$ cat config.mk
export PLATFORM = sky130hd
export DESIGN_NAME = sar_search_ctrl
export DESIGN_NICKNAME = d
export VERILOG_FILES = /design/src/rtl/sar_search_ctrl_pkg.sv /design/src/rtl/sar_search_ctrl.sv
export SDC_FILE = /design/constraint.sdc
export NUM_CORES = 1
export LEC_CHECK = 0
export ABC_CLOCK_PERIOD_IN_PS = 4500
export BUFFER_PORTS_ARGS = -buffer_cell sky130_fd_sc_hd__buf_2
export CAP_MARGIN = 10
export CORE_ASPECT_RATIO = 1.75
export CORE_MARGIN = 2
export CORE_UTILIZATION = 24
export DETAILED_ROUTE_END_ITERATION = 6
export HOLD_SLACK_MARGIN = 0.05
export SLEW_MARGIN = 30
export SYNTH_ARGS = -nofsm -noshare
export SYNTH_HDL_FRONTEND = slang
export SYNTH_SLANG_ARGS = --single-unit
$ cat constraint.sdc
create_clock -name clk -period 4.5 [get_ports clk]
set_input_delay 0.45 -clock clk [delete_from_list [all_inputs] [get_ports clk]]
set_output_delay 0.45 -clock clk [all_outputs]
set_load 0.005 [all_outputs]
$ cat src/rtl/sar_search_ctrl_pkg.sv
// ---------------------------------------------------------------------------
// sar_search_ctrl_pkg
// Shared definitions for the successive-approximation search controller:
//   - state_t     : FSM state encoding (IDLE, EVAL, DONE)
//   - FLAG_*      : comparator flag vector encoding, ordered {gt, eq, lt}
//   - idx_width() : width of the bit-index register for a given operand width
// ---------------------------------------------------------------------------
package sar_search_ctrl_pkg;

    typedef enum logic [1:0] {
        ST_IDLE = 2'd0,
        ST_EVAL = 2'd1,
        ST_DONE = 2'd2
    } state_t;

    // Legal (one-hot) comparator responses, vector ordered {gt, eq, lt}.
    localparam logic [2:0] FLAG_GT = 3'b100;
    localparam logic [2:0] FLAG_EQ = 3'b010;
    localparam logic [2:0] FLAG_LT = 3'b001;

    // A 1-bit operand still needs a 1-bit index register.
    function automatic int idx_width(input int width);
        return (width > 1) ? $clog2(width) : 1;
    endfunction

endpackage

$ cat src/rtl/sar_search_ctrl.sv
// ---------------------------------------------------------------------------
// sar_search_ctrl
// Successive-approximation search controller. Drives the B operand of an
// external combinational magnitude comparator with a registered trial value
// and resolves the unknown A operand MSB first in at most WIDTH EVAL cycles.
//
// Ports
//   clk     in   1      rising-edge clock
//   rst     in   1      synchronous reset, active-high
//   start   in   1      search request, sampled only in IDLE
//   cmp_eq  in   1      comparator A == B
//   cmp_gt  in   1      comparator A >  B
//   cmp_lt  in   1      comparator A <  B
//   guess   out  WIDTH  registered trial value, drives comparator B
//   busy    out  1      high while evaluating
//   done    out  1      one-cycle pulse when a search ends
//   result  out  WIDTH  resolved value, held until the next accepted start
//   exact   out  1      an A == B response was seen, held like result
//   err     out  1      a non-one-hot flag response was seen, held like result
// ---------------------------------------------------------------------------
module sar_search_ctrl
    import sar_search_ctrl_pkg::*;
#(
    parameter int WIDTH = 4
) (
    input  logic             clk,
    input  logic             rst,
    input  logic             start,
    input  logic             cmp_eq,
    input  logic             cmp_gt,
    input  logic             cmp_lt,
    output logic [WIDTH-1:0] guess,
    output logic             busy,
    output logic             done,
    output logic [WIDTH-1:0] result,
    output logic             exact,
    output logic             err
);

    localparam int IDX_W = idx_width(WIDTH);

    state_t             r_state;
    logic [WIDTH-1:0]   r_guess;
    logic [IDX_W-1:0]   r_idx;
    logic [WIDTH-1:0]   r_result;
    logic               r_exact;
    logic               r_err;

    state_t             w_state_nxt;
    logic [WIDTH-1:0]   w_guess_nxt;
    logic [IDX_W-1:0]   w_idx_nxt;
    logic [WIDTH-1:0]   w_result_nxt;
    logic               w_exact_nxt;
    logic               w_err_nxt;

    logic [2:0]         w_flags;
    logic [WIDTH-1:0]   w_cur_mask;
    logic [WIDTH-1:0]   w_next_mask;
    logic [WIDTH-1:0]   w_kept;

    assign w_flags     = {cmp_gt, cmp_eq, cmp_lt};
    assign w_cur_mask  = WIDTH'(1) << r_idx;
    // Only consumed when r_idx != 0, so the wrap at r_idx == 0 is harmless.
    assign w_next_mask = WIDTH'(1) << (r_idx - IDX_W'(1));
    // A > guess keeps the trial bit; A < guess drops it.
    assign w_kept      = (w_flags == FLAG_LT) ? (r_guess & ~w_cur_mask) : r_guess;

    always_comb begin
        // NOTE: every signal written here gets a default first so no path
        // leaves it unassigned, which would otherwise infer a latch.
        w_state_nxt  = r_state;
        w_guess_nxt  = r_guess;
        w_idx_nxt    = r_idx;
        w_result_nxt = r_result;
        w_exact_nxt  = r_exact;
        w_err_nxt    = r_err;

        case (r_state)
            ST_IDLE: begin
                if (start) begin
                    w_guess_nxt  = WIDTH'(1) << (WIDTH - 1);
                    w_idx_nxt    = IDX_W'(WIDTH - 1);
                    w_result_nxt = '0;
                    w_exact_nxt  = 1'b0;
                    w_err_nxt    = 1'b0;
                    w_state_nxt  = ST_EVAL;
                end
            end

            ST_EVAL: begin
                case (w_flags)
                    FLAG_EQ: begin
                        // Early exit: the current trial already matches A.
                        w_result_nxt = r_guess;
                        w_exact_nxt  = 1'b1;
                        w_state_nxt  = ST_DONE;
                    end
                    FLAG_GT, FLAG_LT: begin
                        if (r_idx == '0) begin
                            w_guess_nxt  = w_kept;
                            w_result_nxt = w_kept;
                            w_state_nxt  = ST_DONE;
                        end else begin
                            w_guess_nxt = w_kept | w_next_mask;
                            w_idx_nxt   = r_idx - IDX_W'(1);
                        end
                    end
                    default: begin
                        // No flag or several flags: comparator is misbehaving.
                        w_err_nxt    = 1'b1;
                        w_result_nxt = r_guess;
                        w_state_nxt  = ST_DONE;
                    end
                endcase
            end

            ST_DONE: begin
                w_state_nxt = ST_IDLE;
            end

            default: begin
                w_state_nxt = ST_IDLE;
            end
        endcase
    end

    // NOTE: state registers use non-blocking assignments so every register
    // samples the pre-edge values regardless of statement order.
    always_ff @(posedge clk) begin
        if (rst) begin
            r_state  <= ST_IDLE;
            r_guess  <= '0;
            r_idx    <= '0;
            r_result <= '0;
            r_exact  <= 1'b0;
            r_err    <= 1'b0;
        end else begin
            r_state  <= w_state_nxt;
            r_guess  <= w_guess_nxt;
            r_idx    <= w_idx_nxt;
            r_result <= w_result_nxt;
            r_exact  <= w_exact_nxt;
            r_err    <= w_err_nxt;
        end
    end

    assign guess  = r_guess;
    assign busy   = (r_state == ST_EVAL);
    assign done   = (r_state == ST_DONE);
    assign result = r_result;
    assign exact  = r_exact;
    assign err    = r_err;

endmodule

==> impl_results.md, run 1 <==
* Status: finished clean
* Non-Filler Instances at 140
* Largest net degree at the start of global routing at 12
* Hold_ws at between 400 and 500 ps
* Ant. Diodes at 0
* CTS clock-pin slew for the worst setup and hold paths at 60 ps
* RSZ-0062 raised after global routing: no
* Setup TNS at 0 ps
* Tightest Pin Transition at 695 ps
* Ranking of synthesized cells by area: dfxtp_1 38%, ha_1 6.7%, inv_1 6.5%
* Initial cell density of the core at 0.252
* Yosys warns at 0
* Crit path DAT at 1480 ps
* CP Class: flip-flop to output port
* Crit Path Max Fanout at 9
* Synth top area share at 0.375
* First-pass GRT wire length at approximately 3000 um
* Rel. slew slack at 0.536
* Total wire length at 1820 um
* GRT Total Usage at 0.114
* Cts repair resizes at 0
* Compound-Gate Fraction of Synth Area at 0.280
* Clock buffer count from CTS at 3
* Mapped Cells at 80
* Fin worst setup slack at 2570 ps
* P_leak at 0.384 nW
* Detailed Routing Iterations Pass 1 at 4
* IO buf count at 17
* Syn Area/Cell at 9.34 um2
* WL per Instance at 13.0 um
* Root buffer cell: clkbuf_8
* Vias/cell at about 5.0
* Post-synthesis simple-gate area fraction at 0.161
* Placed cells at approximately 140
* # IOs at 18
* Gpl congestion at 0.733
* Number of synthesized flops with an enable pin at 0
* Main synth FF type: dfxtp_1
* DP HPWL at 1380 um
* Post-synthesis async set-or-reset flop share at 0
* Final worst path period share at 0.429
* Die Ht at 77.8 um
* Power density over cell area at 330 nW/um2
* Min cycle time layout at 1930 ps
* Core ar. at 2960 um2
* Most frequent cell after synthesis: dfxtp_1
* Hold crit path type: flip-flop to flip-flop
* Largest family of logic cells by synthesized area: compound AO/OA/AOI/OAI gates
* # H-tree levels at 1
* Post-synthesis xor/xnor area fraction at 0.0335
* Cts hold-fix bufs at 0
* Req. time, crit path at approximately 4100 ps
* Synthesized area at 747 um2
* Switching share of power at 0.260
* Clock Latency Late Sink at about 250 ps
* Total power at 0.305 mW
* Syn nets at 90
* Reg power frac at 0.439
* P&R area growth vs syn at 24.0%
* Final Hold Vio Count at 0
* Max Cap Viol at 0
* Synth cell count leaders: 14 x dfxtp_1, 13 x inv_1, 4 x ha_1, 4 x nor2b_1, 4 x o32ai_1
* Distinct cells, synth at 34
* Die X at 46.2 um
* Post-route ant nets at 0
* Die ar. at 3590 um2
* Share of layout cells above drive strength 1 at 0.286
* Internal at 0.226 mW
* Setup Buffers After CTS at 0
* CTS max path bufs at 2
* VDD IR max at between 0.09 and 0.1 mV
* Non-Filler Cell Area, Final at 926 um2
* Final clock skew at approximately 3.4 ps
* Area after DPL at 871 um2
* Cell Rows at 26
* Worst slack, placed at 2860 ps
* Crit start category: flip-flop
* Clock tree sinks at 14
* Max-slew violations at 0
* # DRC at 0
* Cell taking the most area after synthesis: dfxtp_1
* Total grt overflow at 0
* Clk pwr share at 0.404
* #FFs+latches synth at 14
* Initial drt markers at 18
* Vias in the first global route at 692
* Adder and majority gate portion of the synthesized area at 0.0670
* Kind of end point of the critical path: output port
* FMAX at 518 MHz
* Mux contribution to synthesized area at 0
* # fillers at 318
* NetSw at 0.0793 mW
* Number of setup violations in the final report at 0
* Initial antenna violation count at 0
* Logic pwr share at 0.157
* Core Util, Final at 0.313
* Via count at 699
* Sequential area share after synthesis at 0.375
* Final #Nets at 109
* TritonCTS clock tree: yes
==> sequential cells by signal, indices dropped and copies added (netlist names) <==
| signal | count |
|---|---|
| err | 1 |
| exact | 1 |
| guess | 4 |
| r_idx | 2 |
| r_state | 2 |
| result | 4 |
==> cell type report <==
| class | instances | area, um2 | area share |
|---|---|---|---|
| multi-input combinational | 50 | 404 | 0.436 |
| tap | 42 | 52.6 | 0.0568 |
| clock buffer | 4 | 55.1 | 0.0595 |
| timing repair buffer | 17 | 85.1 | 0.0919 |
| inverter | 13 | 48.8 | 0.0527 |
| sequential | 14 | 280 | 0.303 |
==> critical path, cell delays in order (launching register included) <==
cell	delay (ps)
dfxtp_1	430
nor2b_1	570
buf_2	230
==> per-layer routing <==
layer	up-vias	global-route usage	part of all wire
li1	331	-	-
met2	19	0.197	0.57
met3	5	0.0163	0.030
met5	-	0	0
met1	344	0.116	0.37
met4	0	0.0743	0.030
==> power groups by stage <==
| stage | Sequential (mW) | Clock [mW] | Combinational [mW] |
|---|---|---|---|
| 6_report | 0.134 | 0.123 | 0.0478 |
| 5_1_grt | 0.135 | 0.129 | 0.0525 |
| 4_1_cts | 0.134 | 0.124 | 0.0477 |
| 3_5_place_dp | 0.137 | 0 | 0.0472 |
| 3_3_place_gp | 0.136 | 0 | 0.0461 |
| 2_1_floorplan | 0.136 | 0 | 0.0320 |
==> final timing paths <==
| check | from | to | slack, ps | depth (start not counted) |
|---|---|---|---|---|
| max | r_state[0] | busy | 2570 | 2 |
| min | result[2] | result[2] | 470 | 2 |
| max reg2reg | r_idx[0] | result[0] | 2830 | 5 |
| min reg2reg | result[2] | result[2] | 470 | 2 |
==> placed cells by master, fill, tap and decap left out, types with 2 or more instances in the layout <==
| cell type | n |
|---|---|
| a21oi_1 | 2 |
| a31oi_1 | 3 |
| buf_2 | 17 |
| clkbuf_8 | 4 |
| dfxtp_1 | 14 |
| ha_1 | 4 |
| inv_1 | 13 |
| nand2_1 | 2 |
| nand4_1 | 2 |
| nand4bb_1 | 2 |
| nor2_1 | 3 |
| nor2b_1 | 4 |
| o21ai_0 | 3 |
| o2bb2ai_1 | 3 |
| o32ai_1 | 4 |
==> kinds of logic (layout without fill, tap and decap cells) <==
logic type / count (synthesis) / in the layout
flip-flops: 14 / 14
XOR/XNOR: 2 / 2
AO/OA/AOI/OAI: 26 / 26
adder cells (fa/ha/maj): 4 / 4
AND/OR/NAND/NOR: 18 / 18
buffers and inverters: 16 / 34
Note: power is estimated with default switching activity, not from simulation.
==> run 2: changes to the inputs <==
--- a/config.mk
+++ b/config.mk
@@ -5,7 +5,8 @@
 export SDC_FILE = /design/constraint.sdc
 export NUM_CORES = 1
 export LEC_CHECK = 0
-export ABC_CLOCK_PERIOD_IN_PS = 4500
+export ABC_AREA = 1
+export ABC_CLOCK_PERIOD_IN_PS = 1650
 export BUFFER_PORTS_ARGS = -buffer_cell sky130_fd_sc_hd__buf_2
 export CAP_MARGIN = 10
 export CORE_ASPECT_RATIO = 1.75
==> constraint.sdc (replaced) <==
create_clock -name clk -period 1.65 [get_ports clk]
set_input_delay 0.165 -clock clk [delete_from_list [all_inputs] [get_ports clk]]
set_output_delay 0.165 -clock clk [all_outputs]
set_load 0.005 [all_outputs]
==> impl_results.md, run 2 <==
* Power density over cell area at 834 nW/um2 (+150%)
* Synthesized area at 757 um2 (+1.3%)
* P_leak at 0.470 nW (+22%)
* Ant. Diodes at 0 (unchanged)
* # DRC at 0 (unchanged)
* Number of synthesized flops with an enable pin at 0 (unchanged)
* Max Cap Viol at 0 (unchanged)
* IO buf count at 17 (unchanged)
* Final clock skew at 2.27 ps (-1.10 ps)
* Detailed Routing Iterations Pass 1 at 4 (unchanged)
* Clk pwr share at 0.364 (-0.040)
* P&R area growth vs syn at 23.8%
* Rel. slew slack at 0.763 (+0.228)
* Crit Path Max Fanout at 5 (-4)
* Leading cell type in the layout, fill and taps excluded: nand2_1
* WHS Endpoint: result[3]
* Root buffer cell: clkbuf_8
* GRT Total Usage at 0.119 (+0.00549)
* Worst hold path depth at 2 (unchanged)
* Die Ht at 78.3 um (+0.64%)
* Reg2reg path depth at 8 (+3)
* Reg-to-reg slack, setup at 290 ps (-2540 ps)
* Clock tree sinks at 14 (unchanged)
* Vias in the first global route at 765 (+11%)
* Syn Area/Cell at 7.42 um2 (-21%)
* Initial drt markers at 7 (-11)
* Min cycle time layout at 1360 ps
* Distinct cells, synth at 20 (-41%)
* Cts hold-fix bufs at 0 (unchanged)
* Final #Nets at 134 (+23%)
* Core ar. at 3070 um2 (+3.8%)
* First-pass GRT wire length at 3150 um (+3.9%)
* Clock buffer count from CTS at 3 (unchanged)
* Cell Rows at 27 (+3.8%)
* NetSw at 0.222 mW (+180%)
* Cell taking the most area after synthesis: dfxtp_1
* Cts repair resizes at 0 (unchanged)
* Initial antenna violation count at 0 (unchanged)
* Number of setup violations in the final report at 0 (unchanged)
* Most frequent cell after synthesis: nand2_1
* Initial cell density of the core at 0.246 (-0.00609)
* Ranking of synthesized cells by area: dfxtp_1 37%, nand2_1 10%, ha_1 6.6%
* Worst slack, placed at 293 ps (-2560 ps)
* VDD IR max at 0.259 mV (+180%)
* Total grt overflow at 0 (unchanged)
* Total wire length at 1870 um (+2.9%)
* Reg power frac at 0.465 (+0.026)
* # IOs at 18 (unchanged)
* Req. time, crit path at 1800 ps (-2250 ps)
* Internal at 0.559 mW (+150%)
* Sequential area share after synthesis at 0.370 (-0.00496)
* Die X at 46.5 um (+0.62%)
* HP Start: rst
* Switching share of power at 0.284 (+0.0245)
* TritonCTS clock tree: yes
* CP Class: flip-flop to flip-flop
* Logic pwr share at 0.172 (+0.015)
* Status: finished clean
* Tightest Pin Transition at 354 ps (-341 ps)
* Max-slew violations at 0 (unchanged)
* FMAX at 734 MHz
* Crit Reg-Reg Endpoint: r_idx[1]
* Crit start category: flip-flop
* Crit path DAT at 1510 ps (+30 ps)
* Vias/cell at 4.47 (-10%)
* DP HPWL at 1570 um (+13%)
* Yosys warns at 0 (unchanged)
* RSZ-0062 raised after global routing: no
* CTS clock-pin slew for the worst setup and hold paths at 60 ps (about the same)
* Syn nets at 112 (+24%)
* Worst R2R Start: r_idx[0]
* Gpl congestion at 0.767 (+4.7%)
* Clock Latency Late Sink at 250 ps (about the same)
* Synth cell count leaders: 21 x nand2_1, 14 x dfxtp_1, 11 x nor2_1
* Fin worst setup slack at 288 ps (-2280 ps)
* Mapped Cells at 102 (+28%)
* # fillers at 340 (+6.9%)
* # H-tree levels at 1 (unchanged)
* CTS max path bufs at 2 (unchanged)
* Share of layout cells above drive strength 1 at 0.303 (+0.0176)
* Post-synthesis async set-or-reset flop share at 0 (unchanged)
* Placed cells at 162 (+19%)
* Core Util, Final at 0.305 (-0.00792)
* Synth top area share at 0.370 (-0.00496)
* Die ar. at 3640 um2 (+1.3%)
* #FFs+latches synth at 14 (unchanged)
* Main synth FF type: dfxtp_1
* Non-Filler Instances at 165 (+18%)
* Setup TNS at 0 ps (unchanged)
* Final worst path period share at 0.825
* Setup Buffers After CTS at 0 (unchanged)
* WL per Instance at 11.3 um (-13%)
* Most frequent cells in the layout: 21 x nand2_1, 17 x buf_2, 14 x dfxtp_1, 11 x nor2_1
* Post-route ant nets at 0 (unchanged)
* Hold crit path type: input port to flip-flop
* Via count at 738 (+5.6%)
* Hold_ws at 182 ps (-287 ps)
* Final Hold Vio Count at 0 (unchanged)
* Kind of end point of the critical path: flip-flop
* Largest net degree at the start of global routing at 8 (-4)
-- run 2: how the worst max path moves through the flow --
stage,endpoint,start,slack (ps),cells after the start
2_1_floorplan,r_idx[1],r_idx[0],420,8
3_3_place_gp,r_idx[1],r_idx[0],380,8
3_5_place_dp,r_idx[1],r_idx[0],290,8
4_1_cts,r_idx[1],r_idx[0],290,8
5_1_grt,r_idx[1],r_idx[0],170,8
6_report,r_idx[1],r_idx[0],290,8
-- run 2: critical path, stage by stage (launching register included) --
cell	delay [ps]
dfxtp_1	380
inv_1	90
ha_1	260
nor2_4	190
nand2_4	90
nand2_2	80
inv_2	50
nor2_2	90
nor2_2	40
-- run 2: layer usage --
| metal | share of wire | global-route usage |
|---|---|---|
| met1 | 0.33 | 0.0994 |
| met2 | 0.61 | 0.226 |
| met3 | 0.026 | 0.0207 |
| met4 | 0.027 | 0.0800 |
| met5 | 0 | 0 |
-- run 2: cells by family after synthesis --
group,after synthesis,share of synthesized area
AOI/OAI and AO/OA,11,0.0926
adders and majority gates,4,0.0661
buffers and inverters,13,0.0661
DFF,14,0.370
and+or+nand+nor,60,0.405
-- run 2: final cells by class --
class | count | area [um2] | area share
sequential | 14 | 280 | 0.299
inverter | 13 | 50.0 | 0.0534
multi-input combinational | 75 | 427 | 0.455
clock buffer | 3 | 41.3 | 0.0441
tap | 43 | 53.8 | 0.0574
timing repair buffer | 17 | 85.1 | 0.0908
-- run 2: metrics by stage --
step                instance area (um2)  total power [mW]
global route                        937             0.811
detailed placement                  896             0.505
finish                              937             0.781
global placement                    896             0.499
CTS                                 937             0.788
floorplan                           757             0.460
-- run 2: power groups by stage --
stage               combinational [mW]  sequential, mW  clock (mW)
global placement                 0.130           0.369           0
CTS                              0.135           0.363       0.290
finish                           0.134           0.363       0.284
detailed placement               0.135           0.370           0
global route                     0.152           0.365       0.294
floorplan                       0.0910           0.369           0
==> run 3: changes to the inputs <==
--- a/config.mk
+++ b/config.mk
@@ -5,8 +5,8 @@
 export SDC_FILE = /design/constraint.sdc
 export NUM_CORES = 1
 export LEC_CHECK = 0
-export ABC_AREA = 1
-export ABC_CLOCK_PERIOD_IN_PS = 1650
+export ABC_AREA = 0
+export ABC_CLOCK_PERIOD_IN_PS = 1300
 export BUFFER_PORTS_ARGS = -buffer_cell sky130_fd_sc_hd__buf_2
 export CAP_MARGIN = 10
 export CORE_ASPECT_RATIO = 1.75
==> constraint.sdc (replaced) <==
create_clock -name clk -period 1.3 [get_ports clk]
set_input_delay 0.13 -clock clk [delete_from_list [all_inputs] [get_ports clk]]
set_output_delay 0.13 -clock clk [all_outputs]
set_load 0.005 [all_outputs]
==> impl_results.md, run 3 (synthesized netlist as in run 1, its figures left out) <==
* CTS clock-pin slew for the worst setup and hold paths at 60 ps (about the same)
* Power density over cell area at 1020 nW/um2 (+22%)
* Most frequent cells in the layout: 17 x buf_2, 13 x dfxtp_1, 11 x inv_1, 11 x buf_4, 4 x nor2b_1
* Die ar. at 3590 um2 (-1.2%)
* Req. time, crit path at 1430 ps (-370 ps)
* Crit start category: flip-flop
* Die X at 46.2 um (-0.61%)
* CTS max path bufs at 2 (unchanged)
* Worst slack, placed at -44.9 ps (-338 ps)
* IO buf count at 17 (unchanged)
* Largest net degree at the start of global routing at 12 (+4)
* Hold crit path type: input port to flip-flop
* Gpl congestion at 0.787 (+2.6%)
* Setup TNS at 0 ps (unchanged)
* Cell Rows at 26 (-3.7%)
* Tightest Pin Transition at 396 ps (+42.2 ps)
* Fin worst setup slack at 8.11 ps (-280 ps)
* Total wire length at 1930 um (+3.3%)
* Share of layout cells above drive strength 1 at 0.417 (+0.113)
* CP Class: flip-flop to flip-flop
* Total grt overflow at 0 (unchanged)
* Reg area at 282 um2 (+0.45%)
* RSZ-0062 raised after global routing: yes
* Final worst path period share at 0.994 (+0.169)
* Area of the multi-input gates at 440 um2 (+3.2%)
* Detailed Routing Iterations Pass 1 at 4 (unchanged)
* # DRC at 0 (unchanged)
* Root buffer cell: clkbuf_8
* Post-route ant nets at 0 (unchanged)
* Max-slew violations at 0 (unchanged)
* Number of setup violations in the final report at 0 (unchanged)
* Ant. Diodes at 0 (unchanged)
* Hold_ws at 212 ps (+29.9 ps)
* Initial drt markers at 15 (+8)
* DP HPWL at 1500 um (-4.4%)
* P&R area growth vs syn at 38.2%
* Crit Path Max Fanout at 4 (-1)
* # fillers at 309 (-9.1%)
* Kind of end point of the critical path: flip-flop
* TritonCTS clock tree: yes
* FMAX at 774 MHz (+5.4%)
* Max Cap Viol at 0 (unchanged)
* First-pass GRT wire length at 3190 um (+1.3%)
* Final clock skew at 4.47 ps (+2.20 ps)
* Reg-to-reg slack, setup at 8 ps (-280 ps)
* Final Hold Vio Count at 0 (unchanged)
* GRT Total Usage at 0.122 (+0.00248)
* Final #Nets at 120 (-10%)
* Initial antenna violation count at 0 (unchanged)
* Via count at 732 (-0.81%)
* Clock Latency Late Sink at 240 ps (about the same)
* Area after DPL at 946 um2 (+5.6%)
* Leading cell type in the layout, fill and taps excluded: buf_2
* Vias/cell at 4.88 (+9.1%)
* Vias in the first global route at 739 (-3.4%)
* Rel. slew slack at 0.736 (-0.0276)
* Clock buffer count from CTS at 3 (unchanged)
* # IOs at 18 (unchanged)
* Total power at 1.05 mW (+35%)
* # H-tree levels at 1 (unchanged)
* VDD IR max at 0.480 mV (+85%)
* Core ar. at 2960 um2 (-3.7%)
* Non-Filler Cell Area, Final at 1030 um2 (+10%)
* Die Ht at 77.8 um (-0.63%)
* Initial cell density of the core at 0.252 (+0.00609)
* WL per Instance at 12.9 um (+14%)
* Min cycle time layout at 1290 ps (-69.8 ps)
* Clock tree sinks at 14 (unchanged)
* P_leak at 0.437 nW (-6.9%)
* Status: finished clean
* Crit path DAT at 1420 ps (-90 ps)
[run 3: changes by cell type in the layout (fill, tap and decap cells not counted), sizes merged, moves of 2 or more]
cell	change
nand2	-27
buf	+11
nand3	-11
nor2	-11
a21oi	-6
a31oi	+4
nor2b	+4
o32ai	+4
o2bb2ai	+3
nand4	-2
nand4bb	+2
[run 3: metal layers]
| metal | up-vias | GRT usage | wire length, um |
|---|---|---|---|
| met5 | - | 0 | 0 |
| met4 | 0 | 0.0914 | 100 |
| met3 | 10 | 0.0163 | 78 |
| met2 | 25 | 0.206 | 1050 |
| met1 | 343 | 0.125 | 699 |
| li1 | 354 | - | - |
[run 3: final cells by class]
class / count / area share
clock buffer: 3 / 0.0400
inverter: 13 / 0.0473
multi-input combinational: 50 / 0.427
sequential: 14 / 0.273
tap: 42 / 0.0509
timing repair buffer: 28 / 0.162
[run 3: final timing paths]
path                            cells after the start         end      from
worst min-delay path                                2  r_state[0]       rst
worst max-delay path                                5    guess[0]  r_idx[0]
worst max register to register                      5    guess[0]  r_idx[0]
worst min register to register                      2         err       err
[run 3: worst max-delay path: stages, from the launching register on]
cell	delay, ps
dfxtp_2	320
inv_2	70
ha_4	160
or4bb_4	460
o21ai_1	90
o2bb2ai_1	80
[run 3: what timing repair did]
action,4_1_cts,5_1_grt
gates resized for setup,4,2
buffers inserted,2,0
hold buffers,0,0
endpoints found under the setup margin,6,9
pin swaps,7,3
[run 3: where the power goes]
part	switching (mW)	internal, mW
clock	0.150	0.205
sequential	0.0110	0.448
combinational	0.124	0.114
[run 3: stage by stage]
stage	cells	util
after floorplan	80	-
after global placement	145	0.320
after detailed placement	145	0.320
after CTS	150	0.344
after global routing	150	0.349
final	150	0.349
